**src/rtl/mem_if_unit.sv**
```systemverilog
// rtl/mem_if_unit.sv - shared memory port arbitrating I-cache line fills and D-cache fills/writebacks
module mem_if_unit #(
   parameter int WORD_LENGTH = 32,
   parameter int BLOCK_WORDS = 4
) (
   input  logic                           clk,
   input  logic                           rst,
   input  logic                           iReq,
   input  logic [WORD_LENGTH-1:0]         iAdr,
   input  logic                           dReq,
   input  logic                           dWe,
   input  logic [WORD_LENGTH-1:0]         dAdr,
   input  logic [WORD_LENGTH-1:0]         dWdata,
   output logic                           iDone,
   output logic                           dDone,
   output logic                           iFillValid,
   output logic                           dFillValid,
   output logic [$clog2(BLOCK_WORDS)-1:0] fillIdx,
   output logic [WORD_LENGTH-1:0]         fillData,
   output logic [$clog2(BLOCK_WORDS)-1:0] wordIdx,
   output logic                           memReq,
   output logic                           memWe,
   output logic [WORD_LENGTH-1:0]         memAdr,
   output logic [WORD_LENGTH-1:0]         memWdata,
   input  logic                           memAck,
   input  logic [WORD_LENGTH-1:0]         memRdata
);

   localparam int IDX_W = $clog2(BLOCK_WORDS);
   localparam logic [WORD_LENGTH-1:0] LINE_MASK = WORD_LENGTH'((1 << (IDX_W + 2)) - 1);
   localparam logic [IDX_W-1:0] LAST_BEAT = IDX_W'(BLOCK_WORDS - 1);

   typedef enum logic [1:0] {IDLE, I_XFER, D_XFER, DONE} state_t;

   state_t                 state;
   state_t                 nextState;
   logic [WORD_LENGTH-1:0] base;
   logic [IDX_W-1:0]       beatCnt;
   logic                   weLat;
   logic                   ownerD;
   logic                   inXfer;
   logic                   beatAck;
   logic                   lastBeat;

   assign inXfer   = (state == I_XFER) || (state == D_XFER);
   assign beatAck  = inXfer && memAck;
   assign lastBeat = beatAck && (beatCnt == LAST_BEAT);

   always_ff @(posedge clk) begin
      if (rst) begin
         state <= IDLE;
      end else begin
         state <= nextState;
      end
   end

   // I-cache always wins arbitration in IDLE; a running transfer is never preempted
   always_comb begin
      nextState = state;
      case (state)
         IDLE: begin
            if (iReq) begin
               nextState = I_XFER;
            end else if (dReq) begin
               nextState = D_XFER;
            end
         end
         I_XFER, D_XFER: begin
            if (lastBeat) begin
               nextState = DONE;
            end
         end
         DONE:    nextState = IDLE;
         default: nextState = IDLE;
      endcase
   end

   always_ff @(posedge clk) begin
      if (rst) begin
         base       <= '0;
         beatCnt    <= '0;
         weLat      <= 1'b0;
         ownerD     <= 1'b0;
         iFillValid <= 1'b0;
         dFillValid <= 1'b0;
         fillIdx    <= '0;
         fillData   <= '0;
      end else begin
         iFillValid <= 1'b0;
         dFillValid <= 1'b0;
         if (state == IDLE) begin
            beatCnt <= '0;
            if (iReq) begin
               base   <= iAdr & ~LINE_MASK;
               weLat  <= 1'b0;
               ownerD <= 1'b0;
            end else if (dReq) begin
               base   <= dAdr & ~LINE_MASK;
               weLat  <= dWe;
               ownerD <= 1'b1;
            end
         end
         if (beatAck) begin
            beatCnt <= lastBeat ? '0 : beatCnt + IDX_W'(1);
            // Writebacks return nothing to the cache, so only read beats produce a fill
            if (!weLat) begin
               iFillValid <= (state == I_XFER);
               dFillValid <= (state == D_XFER);
               fillIdx    <= beatCnt;
               fillData   <= memRdata;
            end
         end
      end
   end

   assign memReq   = inXfer;
   assign memWe    = (state == D_XFER) && weLat;
   assign memAdr   = inXfer ? base + WORD_LENGTH'({beatCnt, 2'b00}) : '0;
   assign memWdata = inXfer ? dWdata : '0;
   assign wordIdx  = beatCnt;
   assign iDone    = (state == DONE) && !ownerD;
   assign dDone    = (state == DONE) && ownerD;

endmodule

```
**config.mk**
```make
export PLATFORM = sky130hd
export DESIGN_NAME = mem_if_unit
export DESIGN_NICKNAME = d
export VERILOG_FILES = /design/src/rtl/mem_if_unit.sv
export SDC_FILE = /design/constraint.sdc
export NUM_CORES = 1
export LEC_CHECK = 0
export ABC_AREA = 1
export CORE_AREA = 2 2 107 109
export DETAILED_ROUTE_END_ITERATION = 16
export DIE_AREA = 0 0 109 111
export HOLD_SLACK_MARGIN = 0.1
export PLACE_DENSITY = 0.76
export SYNTH_ARGS = -nofsm -noshare
export SYNTH_HDL_FRONTEND = slang
export SYNTH_SLANG_ARGS = --single-unit
export TNS_END_PERCENT = 1
```
**constraint.sdc**
```tcl
create_clock -name clk -period 1.4 [get_ports clk]
set_input_delay 0.21 -clock clk [delete_from_list [all_inputs] [get_ports clk]]
set_output_delay 0.21 -clock clk [all_outputs]
set_load 0.01 [all_outputs]
```
==> impl_metrics.tcl <==
set metrics [dict create \
    setup_ws_ps -333.5 \
    power.internal_uw 6756 \
    ys_warns 0 \
    synth.ff_latch_count 70 \
    switching_share_pct 37.06 \
    drc_violations_left 0 \
    worst_clock_skew_ps 4.018 \
    design.final.nets 929 \
    timing.critical_path.fanout_max 17 \
    wl_met3_um 1135 \
    synth_enable_flop_cells 0 \
    setup_viol 100 \
    postPlaceCellArea_um2 6016 \
    timing_hold_violations_final 0 \
    cts-buffers-inserted 9 \
    initial_utilization_pct 30.67 \
    report.power.total_uw 10730 \
    numPortBuffers 229 \
    async_reset_ff_share_pct 0 \
    power.density_nw_per_um2 1730 \
    floorplan.die_area_um2 12100 \
    cts_max_level 3 \
    antenna_found_initial 0 \
    via_count 4038 \
    violations_in_the_final_reports "negative setup slack" \
    status "complete, but fails checks" \
    antenna_cells_inserted 0 \
    area_growth_syn_to_layout_pct 82.62 \
    cap_viol_max_count 0 \
    shortest_period_the_worst_path_allows_ps 1734 \
    netlist_instances 553 \
    worst-setup-path-type "reg -> out" \
    highest-signal-layer "met4" \
    grt_overflow_total 0 \
    floorplan.core_area_um2 11080 \
    grt_util_all_layers_pct 18.50 \
    place_congestion 0.7887 \
    floorplan.die.width_um 109 \
    detail_route.iter0.violations 189 \
    arrival_ps 1520 \
    clock_latency_late_sink_ps 320 \
    primary_flip_flop_cell_chosen_by_synthesis_mapping "sky130_fd_sc_hd__dfxtp_1" \
    wire_length_of_the_first_global_routing_pass_um 17810 \
    layout-drive-gt1-share_pct 17.23 \
    clk_root_buffer_cell "sky130_fd_sc_hd__clkbuf_16" \
    total_switching_power_uw 3978 \
    timing.final.crit_share_pct 123.8 \
    floorplan.rows 39 \
    slew_viol_final 0 \
    vdd_drop_max_mv 0.9369 \
    drtPass1Iterations 7 \
    critPathCaptureType "primary output" \
    power.share.combinational_pct 49.5 \
    synth-seq-area-share_pct 41.25 \
    type_of_origin_of_the_critical_path "flop" \
    timing.critical_path.required_ps 1190 \
    timing.hold.worst.class "reg -> reg" \
    met1Wirelength_um 4644 \
    worst_setup_hold_path_clk_slew_ps 60 \
    unrepaired_setup_endpoints_after_global_routing "yes" \
    synth.lib_cells_used.distinct 18 \
    clk_path_buf_depth 2 \
    clock_power_share_pct 23.4 \
    routedWlPerCell_um 12.36 \
    io_pins 240 \
    route.met2.wl_um 5562 \
    grt_max_degree 40 \
    synthesis.area_per_instance_um2 6.143 \
    detail_route.wirelength_um 11600 \
    die_h_um 111 \
    dp_hpwl_um 8335 \
    total_standard_cell_area_after_synthesis_um2 3397 \
    achievable-frequency_ghz 0.5769 \
    filler_cell_count 1091 \
    clock-sinks 70 \
    via_per_inst 4.305 \
    seq_power_share_pct 27.2 \
    drtAntennaViolNets 0 \
    cts_tree "done" \
    area_of_all_placed_cells_without_fillers_um2 6203 \
    grt_pass1_vias 3699 \
    power_leakage_uw 0.003455 \
]
Yosys cell counts, types with 2 or more instances:
library cell / n / area [um2]
sky130_fd_sc_hd__o21ai_0: 34 / 170.2
sky130_fd_sc_hd__inv_1: 69 / 259.0
sky130_fd_sc_hd__buf_1: 5 / 18.77
sky130_fd_sc_hd__ha_1: 5 / 62.56
sky130_fd_sc_hd__nor2_1: 79 / 296.5
sky130_fd_sc_hd__clkbuf_1: 12 / 45.04
sky130_fd_sc_hd__inv_2: 3 / 11.26
sky130_fd_sc_hd__nand2_1: 219 / 822.0
sky130_fd_sc_hd__buf_4: 4 / 30.03
sky130_fd_sc_hd__dfxtp_1: 70 / 1401
sky130_fd_sc_hd__buf_2: 12 / 60.06
sky130_fd_sc_hd__and3_1: 2 / 12.51
sky130_fd_sc_hd__a21oi_1: 31 / 155.2
sky130_fd_sc_hd__o21ai_1: 4 / 20.02
worst paths after layout:
kind,from,end,slack [ps],depth (start not counted)
setup / recovery,state[0]$_SDFFE_PP0P_,memAdr[22],-330,7
hold / removal,base[27]$_SDFFE_PP0P_,base[27]$_SDFFE_PP0P_,460,2
setup reg to reg,state[0]$_SDFFE_PP0P_,fillData[7]$_SDFFE_PP0P_,-160,9
hold reg to reg,base[27]$_SDFFE_PP0P_,base[27]$_SDFFE_PP0P_,460,2
routing by layer:
layer  global-route usage, %  vias to the layer above
met5                       0                        -
li1                        -                     2111
met2                   31.76                      157
met4                   6.838                        0
met1                   20.86                     1751
met3                   6.349                       19
timing repair:
| item | in CTS | in global routing |
|---|---|---|
| buffers inserted | 0 | 1 |
| setup endpoints to repair | 139 | 106 |
| resized for setup | 285 | 54 |
| cloned | 0 | 1 |
| pin swaps | 1 | 1 |
| hold buffers | 0 | 0 |
power by group through the flow:
stage                     Combinational, uW  Clock (uW)  Sequential [uW]
after detailed placement               5650           0             2970
final                                  5310        2510             2920
after CTS                              5010        2580             2920
after global placement                 5630           0             2950
after floorplan                        2390           0             3150
after global routing                   5850        2680             2990
stage by stage:
step / TNS [ps] / std cells / hold slack, ps / utilization [%] / setup WS (ps)
floorplan: 0 / 554 / 279.1 / - / 19.56
global placement: -27870 / 920 / 451.0 / 54.31 / -303.2
detailed placement: -28750 / 920 / 453.7 / 54.31 / -330.3
CTS: -22690 / 936 / 450.3 / 54.89 / -624.7
global route: -29750 / 938 / 473.6 / 56.00 / -401.3
finish: -20120 / 938 / 461.5 / 56.00 / -333.5
area by class of cell:
cell class | count | area, um2 | share of cell area (%)
Timing Repair Buffer | 259 | 2387 | 38.48
Multi-Input combinational cell | 378 | 1630 | 26.28
Sequential cell | 70 | 1405 | 22.65
Inverter | 72 | 270.3 | 4.357
Clock buffer | 10 | 239.0 | 3.852
Tap cell | 143 | 178.9 | 2.884
Clock inverter | 6 | 92.59 | 1.493
state kept, by name (all words and copies together), names as in the netlist:
register / flops
ownerD: 1
iFillValid: 1
wordIdx: 2
weLat: 1
fillData: 32
dFillValid: 1
fillIdx: 2
base: 28
state: 2
logic make-up after synthesis:
family          synth area share (%)
fa+ha+maj                      1.842
buf+inv                        12.82
other cells                   0.1104
compound gates                 10.17
simple gates                   33.81
flops                          41.25
cells in the final DEF, fill, tap and decap left out, drive strengths merged:
cell type and instances:
dlymetal6s2s 1, dlygate4sd2 37, dfxtp 70, a21oi 31, nand4 1, conb 2
clkbuf 11, and3 2, inv 74, ha 5, nor2 80, nand2 219
buf 94, o21ai 38, bufinv 2, clkdlybuf4s50 125, clkdlybuf4s15 1, clkinvlp 2
critical path, cell delays in order (launching register included):
cell                        delay [ps]
sky130_fd_sc_hd__dfxtp_2           330
sky130_fd_sc_hd__inv_2              50
sky130_fd_sc_hd__ha_4              320
sky130_fd_sc_hd__buf_6             120
sky130_fd_sc_hd__clkbuf_16         150
sky130_fd_sc_hd__nand2_1            60
sky130_fd_sc_hd__inv_1              50
sky130_fd_sc_hd__buf_2             120
No activity file was read; power rests on OpenSTA's default activity.
